--- src/rtl/fir_filter_mac.sv ---
// ---------------------------------------------------------------------------
// fir_filter_mac
//
// Single-multiplier, time-multiplexed FIR filter. One accepted input sample
// produces one filtered output sample TAPS+2 cycles later. The coefficient
// memory can be rewritten at run time while the block is idle, and the output
// is rounded (half toward +inf) and saturated to the sample width.
//
// Ports:
//   clk_in          system clock
//   rst_in          asynchronous, active-high reset
//   audio_in        signed input sample
//   valid_in        sample strobe, accepted only while ready_out is high
//   coef_we         coefficient write strobe, accepted only while ready_out is high
//   coef_addr       tap index of the coefficient write
//   coef_data       signed coefficient value
//   filtered_audio  signed filtered sample, held until the next data_ready
//   data_ready      one-cycle pulse, filtered_audio carries a new result
//   ready_out       high while idle; a sample or coefficient write can be taken
//   overrun_out     one-cycle pulse: a valid_in or coef_we was dropped while busy
//   sat_out         one-cycle pulse with data_ready when the result was clipped
// ---------------------------------------------------------------------------
module fir_filter_mac #(
    parameter int DATA_WIDTH = 16,
    parameter int COEF_WIDTH = 16,
    parameter int TAPS       = 32,
    parameter int SHIFT      = 8
) (
    input  logic                          clk_in,
    input  logic                          rst_in,
    input  logic signed [DATA_WIDTH-1:0]  audio_in,
    input  logic                          valid_in,
    input  logic                          coef_we,
    input  logic [$clog2(TAPS)-1:0]       coef_addr,
    input  logic signed [COEF_WIDTH-1:0]  coef_data,
    output logic signed [DATA_WIDTH-1:0]  filtered_audio,
    output logic                          data_ready,
    output logic                          ready_out,
    output logic                          overrun_out,
    output logic                          sat_out
);

    localparam int IDX_WIDTH  = $clog2(TAPS);
    localparam int PROD_WIDTH = DATA_WIDTH + COEF_WIDTH;
    localparam int ACC_WIDTH  = DATA_WIDTH + COEF_WIDTH + $clog2(TAPS);

    // Unity gain coefficient: 1.0 in the coefficient's fixed-point format.
    localparam logic signed [COEF_WIDTH-1:0] COEF_IMPULSE = COEF_WIDTH'(1) << SHIFT;

    // Rounding bias and clip limits live one bit wider than the accumulator so
    // that adding the bias can never wrap.
    localparam logic signed [ACC_WIDTH:0] ROUND_BIAS =
        (SHIFT > 0) ? ((ACC_WIDTH+1)'(1) << ((SHIFT > 0) ? SHIFT - 1 : 0)) : '0;
    localparam logic signed [ACC_WIDTH:0] CLIP_MAX =
        {{(ACC_WIDTH + 2 - DATA_WIDTH){1'b0}}, {(DATA_WIDTH - 1){1'b1}}};
    localparam logic signed [ACC_WIDTH:0] CLIP_MIN =
        {{(ACC_WIDTH + 2 - DATA_WIDTH){1'b1}}, {(DATA_WIDTH - 1){1'b0}}};
    localparam logic signed [DATA_WIDTH-1:0] OUT_MAX = {1'b0, {(DATA_WIDTH - 1){1'b1}}};
    localparam logic signed [DATA_WIDTH-1:0] OUT_MIN = {1'b1, {(DATA_WIDTH - 1){1'b0}}};

    typedef enum logic [1:0] {
        IDLE,
        MAC,
        OUT
    } state_t;

    state_t                        state_q, state_d;
    logic [IDX_WIDTH-1:0]          idx_q;
    logic signed [ACC_WIDTH-1:0]   acc_q;
    logic signed [DATA_WIDTH-1:0]  delayLine_q [TAPS];
    logic signed [COEF_WIDTH-1:0]  coefMem_q [TAPS];
    logic signed [DATA_WIDTH-1:0]  filtered_q;
    logic                          dataReady_q;
    logic                          overrun_q;
    logic                          sat_q;

    logic                          acceptSample;
    logic                          acceptCoef;
    logic                          addrInRange;
    logic                          lastTap;
    logic signed [PROD_WIDTH-1:0]  product;
    logic signed [ACC_WIDTH-1:0]   productExt;
    logic signed [ACC_WIDTH:0]     accExt;
    logic signed [ACC_WIDTH:0]     rounded;
    logic signed [ACC_WIDTH:0]     shifted;
    logic                          clipHigh;
    logic                          clipLow;
    logic signed [DATA_WIDTH-1:0]  outSample;

    assign addrInRange = ({1'b0, coef_addr} < (IDX_WIDTH+1)'(TAPS));
    assign lastTap     = (idx_q == IDX_WIDTH'(TAPS - 1));

    // Full-precision product, sign-extended to the accumulator width.
    assign product    = coefMem_q[idx_q] * delayLine_q[idx_q];
    assign productExt = {{IDX_WIDTH{product[PROD_WIDTH-1]}}, product};

    // Round half toward +inf, arithmetic shift, then clip to the sample range.
    assign accExt   = {acc_q[ACC_WIDTH-1], acc_q};
    assign rounded  = accExt + ROUND_BIAS;
    assign shifted  = rounded >>> SHIFT;
    assign clipHigh = (shifted > CLIP_MAX);
    assign clipLow  = (shifted < CLIP_MIN);

    always_comb begin
        outSample = shifted[DATA_WIDTH-1:0];
        if (clipHigh) begin
            outSample = OUT_MAX;
        end else if (clipLow) begin
            outSample = OUT_MIN;
        end
    end

    // Next-state logic. Samples and coefficient writes are only taken in IDLE;
    // a write together with a sample is applied before the MAC pass reads it.
    always_comb begin
        state_d      = state_q;
        acceptSample = 1'b0;
        acceptCoef   = 1'b0;
        case (state_q)
            IDLE: begin
                acceptCoef = coef_we && addrInRange;
                if (valid_in) begin
                    acceptSample = 1'b1;
                    state_d      = MAC;
                end
            end
            MAC: begin
                if (lastTap) begin
                    state_d = OUT;
                end
            end
            OUT: begin
                state_d = IDLE;
            end
            default: begin
                state_d = IDLE;
            end
        endcase
    end

    always_ff @(posedge clk_in or posedge rst_in) begin
        if (rst_in) begin
            state_q <= IDLE;
        end else begin
            state_q <= state_d;
        end
    end

    // Datapath: delay line, coefficient memory, accumulator and output registers.
    always_ff @(posedge clk_in or posedge rst_in) begin
        if (rst_in) begin
            idx_q       <= '0;
            acc_q       <= '0;
            filtered_q  <= '0;
            dataReady_q <= 1'b0;
            overrun_q   <= 1'b0;
            sat_q       <= 1'b0;
            for (int i = 0; i < TAPS; i++) begin
                delayLine_q[i] <= '0;
                coefMem_q[i]   <= (i == 0) ? COEF_IMPULSE : '0;
            end
        end else begin
            dataReady_q <= 1'b0;
            sat_q       <= 1'b0;
            overrun_q   <= (state_q != IDLE) && (valid_in || coef_we);

            if (acceptCoef) begin
                coefMem_q[coef_addr] <= coef_data;
            end

            if (acceptSample) begin
                delayLine_q[0] <= audio_in;
                for (int i = 1; i < TAPS; i++) begin
                    delayLine_q[i] <= delayLine_q[i-1];
                end
                idx_q <= '0;
                acc_q <= '0;
            end

            if (state_q == MAC) begin
                acc_q <= acc_q + productExt;
                idx_q <= idx_q + IDX_WIDTH'(1);
            end else if (state_q == OUT) begin
                filtered_q  <= outSample;
                dataReady_q <= 1'b1;
                sat_q       <= clipHigh || clipLow;
            end
        end
    end

    assign filtered_audio = filtered_q;
    assign data_ready     = dataReady_q;
    assign ready_out      = (state_q == IDLE);
    assign overrun_out    = overrun_q;
    assign sat_out        = sat_q;

endmodule

--- config.mk ---
export PLATFORM = sky130hd
export DESIGN_NAME = fir_filter_mac
export DESIGN_NICKNAME = d
export VERILOG_FILES = /design/src/rtl/fir_filter_mac.sv
export SDC_FILE = /design/constraint.sdc
export NUM_CORES = 2
export LEC_CHECK = 0
export BUFFER_PORTS_ARGS = -buffer_cell sky130_fd_sc_hd__buf_2
export CAP_MARGIN = 20
export CORE_ASPECT_RATIO = 0.6
export CORE_MARGIN = 10
export CORE_UTILIZATION = 40
export CTS_CLUSTER_DIAMETER = 80
export DETAILED_ROUTE_END_ITERATION = 12
export PLACE_DENSITY = 0.59
export SLEW_MARGIN = 5
export SYNTH_ARGS = -nofsm -noshare
export SYNTH_HDL_FRONTEND = slang
export SYNTH_SLANG_ARGS = --single-unit
--- constraint.sdc ---
create_clock -name clk_in -period 39.7 [get_ports clk_in]
set_input_delay 7.94 -clock clk_in [delete_from_list [all_inputs] [get_ports clk_in]]
set_output_delay 7.94 -clock clk_in [all_outputs]
set_load 0.1 [all_outputs]
---- Word-level counts from Yosys, hierarchy flattened ----
Index checks and enable logic that the tools add are counted.
cells by class
  $add $sub $neg .......................... 3
  eq/ne operators ......................... 5
  bitwise operators ....................... 3
  order comparisons ....................... 5
  multiplexer cells ....................... 25
  reduce and logical (&&, ||, !) cells .... 9
  $mul .................................... 1
operators with widths
  kind                                                             count
  bitwise mux 512 bit                                              1
  binary-select mux 16 bit (select 5 bit)                          2
  2-to-1 mux 16 bit                                                7
  demux 16 bit (select 5 bit)                                      1
  2-to-1 mux 37 bit                                                2
  adder 37 x 9 -> 38 bit, second input constant                    1
  adder 37 x 32 -> 37 bit                                          1
  multiplier 16 x 16 -> 32 bit                                     1
  greater-than comparator 30 x 16 -> 1 bit, second input constant  1
  less-than comparator 30 x 16 -> 1 bit, second input constant     1
  greater-or-equal comparator 6 bit, second input constant         2
  NOT 5 -> 6 bit                                                   2
  2-to-1 mux 5 bit                                                 2
  2-to-1 mux 1 bit                                                 7
  less-than comparator 6 x 1 -> 1 bit, second input constant       1
  adder 5 x 1 -> 5 bit, second input constant                      1
  equality test 5 bit, second input constant                       1
  2-to-1 mux 2 bit                                                 2
  inequality test 2 bit, second input constant                     2
  case mux 2 bit (2 select lines)                                  1
  AND reduction 2 bit                                              2
  nonzero test 2 bit                                               2
  equality test 2 x 1 -> 1 bit, second input constant              1
  equality test 2 bit, second input constant                       1
  4 further kinds                                                  6
storage, ports and cells
  input bits .............................. 41
  logic and storage cells ................. 122
  flip-flop bits (word level) ............. 1087
  output and inout port bits .............. 20

---- Depth between registers and ports, before layout ----
  depth in word-level cells ............... 7
  gate-level depth with buffers ........... 34
  mapped depth without buffers ............ 29

---- Least setup slack after synthesis ----
OpenSTA, ideal clock, no wires.
  path kind ............................... reg2out
  start point ............................. register state_q[1]
  end point ............................... output port ready_out
  required time ........................... 31760 ps
  data arrival time ....................... 1808 ps
  cell stages (with the launch flop) ...... 2
  buffers on the path ..................... 0
  slack ................................... 29952 ps
  path through ............................ dfrtp_1 > nor2_1
between the ends
  cells in the longest elaborated chain, start to end .. 1
RTL lines
  element                 line  text
  from (decl)             67    state_t state_q, state_d;
  from (signal assigned)  145   state_q <= state_d;
  logical NOT 2 bit       193   assign ready_out = (state_q == IDLE);
  to (decl)               38    output logic ready_out,
Every way passes these cells.

---- Final worst setup path ----
  start point ............................. register idx_q[0]
  end point ............................... register acc_q[35]
between the ends
  cells in the longest elaborated chain, start to end .. 7
  elaborated cells between the ends (all ways) .. 10
  classes of those cells .................. add/sub (1); mul (1); mux (7); bitwise (1)
RTL lines
  element                                                line  text
  from (decl)                                            68    logic [IDX_WIDTH-1:0] idx_q;
  from (signal assigned)                                 182   idx_q <= idx_q + IDX_WIDTH'(1);
  NOT 5 -> 6 bit (not written as such) (*)               94    assign product = coefMem_q[idx_q] * delayLine_q[idx_q];
  binary-select mux 16 bit (select 5 bit)                94
  2-to-1 mux 16 bit (not written as such) (2 in series)  94
  multiplier 16 x 16 -> 32 bit (*)                       94
  adder 37 x 32 -> 37 bit (*)                            181   acc_q <= acc_q + productExt;
  2-to-1 mux 37 bit (*)                                  180   if (state_q == MAC) begin
  to (signal assigned)                                   181
  to (decl)                                              69    logic signed [ACC_WIDTH-1:0] acc_q;
Every way passes the cells marked *; elsewhere a longest branch is shown, timed or not. The select of a mux whose other input is x is not followed.
A chain may end at the register's enable or synchronous reset.

==> run metrics <==
clk buf depth 3; number of DRC markers in iteration 0 3236; die area 170000 um^2; post-synth top area share 0.442; drt wl/cell 19.0 um; synthesized area per cell 10.6 um^2; CP required 40370 ps; Syn-to-layout area delta 9.44%; Worst Tran Pin Value 1230 ps; f_max 0.0900 GHz; buffers plus inverters on the worst setup path 6; Critical Path AT 11770 ps; Levels on crit path 29; clock slew at reported path FFs 70 ps; Netlist cell types 68; Worst path most repeated cell fa_1; post-route DRC violation count 0; Yosys Warn Count 0; crit share post-route 0.280; Site Rows 111; Hold Path Class reg2reg; Post-synth top flop dfrtp_1; Int Pwr 3.30 mW; Final Hold Fails 0; switching power 2.75 mW; initial antenna violation count 2; switching part of the total 0.454; start-to-end type of the worst setup path reg2reg; pwr/cell area 89.9 nW/um^2; final design utilization 0.441; first-pass GRT wire length 242 mm; crit path to acc_q[35]; clock skew 39.8 ps; Detailed Route WL 148 mm; minimum clock period 11110 ps; vias in the first global route 42.0k; CTS Hold Bufs 0; clock power share 0.173; CTS tree built; Reg power frac 0.235; Synth area leaders dfrtp_1 (44%), mux2_2 (10%), fa_1 (10%); Vias/cell 5.25; DR vias 40.9k; worst vdd ir 0.158 mV; Largest stage delay, worst path 960 ps; Port Buffers 60; CP startpoint idx_q[0]; synthesized flop and latch total 1087; Pre-antenna DRT Iters 6; Root Buffer Master clkbuf_16; CP delay by family, top adder cells; post-route setup TNS 0 ps; max_slew headroom 0.180; Comb pwr share 0.592; outcome finished, final reports clean; Fillers 14.2k; GP Congestion 0.788; reg2reg end acc_q[35]; Horiz. Die Dim 526 um; max cap viols 0; P_leak 33.8 nW; clk_lat worst skew 730 ps; Slowest-stage cell, CP dfrtp_4; largest net degree at the start of global routing 258; die height 324 um; Post-synth EDFFs 0; nets 6149; layout cells sized above 1 0.209; FFs w/ async S/R, synth 1.00; DP Wirelength 95.8 mm; worst reg-to-reg setup slack 28590 ps; largest area contributor in the netlist dfrtp_1; RSZ-0062 raised after global routing no; r2r startpoint idx_q[0]; Initial Util 0.403; ANT nets after route 0; Core ar. 153000 um^2; Slew Viols, Final 0; setup bufs post-CTS 0; io pins 61; Crit. End Element flop; Worst Path Max Fanout 97; syn_nets 6255; # clock sinks 1087; total congestion overflow 0; register area share after synthesis 0.443; critical path launch point type flop; mapped cell area 61500 um^2; total CTS buffers 105; cell count after synthesis 5784; FF-to-FF path depth 29; H-Tree Depth 3; post-cts resize count 0; Setup violations, final 0; total track usage 0.175
worst register-to-register path: cells and delay by family (launching register included):
family / cells / cell delay, ps
muxes: 1 / 310
and+or+nand+nor: 6 / 1990
buffers and inverters: 6 / 1910
AOI/OAI and AO/OA: 9 / 2190
DFF: 1 / 960
adders and majority gates: 7 / 3690
layer usage:
layer | global-route usage | share of wire
met5 | 0 | 0
met4 | 0.0326 | 0.016
met3 | 0.0292 | 0.049
met2 | 0.261 | 0.43
met1 | 0.269 | 0.51
layout make-up:
class                           instances  area (um^2)  share of cell area
Clock buffer                          147         3030              0.0450
Inverter                              349         1320              0.0196
Antenna cell                            1         2.50           0.0000372
Tap cell                             2034         2540              0.0378
Multi-Input combinational cell       3982        31500               0.468
Clock inverter                         46          554             0.00824
Sequential cell                      1087        27200               0.405
Timing Repair Buffer                  153         1110              0.0165
cell usage in the layout, fill, tap and decap left out, types with 18 or more instances in the layout:
| cell type | instances |
|---|---|
| clkinv_2 | 19 |
| nand3_1 | 53 |
| xor2_1 | 18 |
| or2_2 | 119 |
| o22ai_1 | 63 |
| ha_1 | 112 |
| a211oi_1 | 37 |
| dfrtp_1 | 1081 |
| nor2b_1 | 19 |
| fa_1 | 318 |
| xnor2_1 | 28 |
| clkbuf_16 | 105 |
| buf_4 | 84 |
| inv_1 | 348 |
| clkbuf_1 | 18 |
| nand2_1 | 1663 |
| o21a_1 | 18 |
| mux2i_1 | 185 |
| mux4_2 | 140 |
| clkbuf_8 | 24 |
| buf_2 | 61 |
| a21oi_1 | 143 |
| o21ai_0 | 116 |
| o221ai_1 | 61 |
| nor2_1 | 166 |
| mux2_2 | 572 |
synth_stat cells, types with 7 or more instances:
cell and n:
o21ai_0 116, o22ai_1 63, fa_1 318, nand2b_1 8
a21oi_1 147, clkbuf_1 285, or2_2 119, mux2_2 572
o21a_1 18, ha_1 112, inv_1 349, nor2_1 170
buf_4 23, o211ai_1 9, xor2_1 18, and3_1 8
a211oi_1 37, buf_2 44, o211ai_2 8, nor2b_1 21
nor3_1 12, nand3b_1 7, nand4_1 12, xnor2_1 28
a21o_1 8, nand3_1 53, o221ai_1 61, nand2_1 1665
mux2i_1 185, dfrtp_1 1086, mux4_2 140, buf_1 12
worst min-delay path by stage:
stage          slack [ps]              from  cells past startpoint          endpoint
2_1_floorplan         440    delayLine_q[0]                      2    delayLine_q[0]
3_3_place_gp          450    delayLine_q[0]                      2    delayLine_q[0]
3_5_place_dp          460    delayLine_q[0]                      2    delayLine_q[0]
4_1_cts               480  delayLine_q[196]                      2  delayLine_q[180]
5_1_grt               500  delayLine_q[308]                      2  delayLine_q[292]
6_report              470  delayLine_q[196]                      2  delayLine_q[180]
sequential cells by signal (all words and copies together), names as in the netlist:
name            flops
coefMem_q         512
data_ready          1
overrun_out         1
idx_q               5
acc_q              37
sat_out             1
delayLine_q       512
state_q             2
filtered_audio     16
cell families after synthesis:
logic type	after synthesis	synth area share
simple gates	2107	0.140
flops	1087	0.443
mux	898	0.186
buf+inv	715	0.0462
compound gates	501	0.0519
fa+ha+maj	430	0.126
xor+xnor	46	0.00656
power by group through the flow:
stage               Clock, mW  Sequential [mW]  Combinational, mW
floorplan                   0             1.38               2.76
global placement            0             1.44               3.53
detailed placement          0             1.44               3.57
CTS                      1.07             1.42               3.60
global route             1.12             1.44               4.13
finish                   1.04             1.42               3.58
through the flow:
stage | worst slack, ps | total power [mW] | area (um^2) | std cells | hold slack [ps]
final | 28590 | 6.05 | 67300 | 7799 | 467
after global routing | 28010 | 6.69 | 67300 | 7799 | 503
after CTS | 28640 | 6.09 | 67200 | 7797 | 476
after detailed placement | 28230 | 5.01 | 63700 | 7604 | 462
after global placement | 28280 | 4.96 | 63600 | 7602 | 454
after floorplan | 1160 | 4.15 | 61500 | 5784 | 441
(Power assumes the default switching activity.)
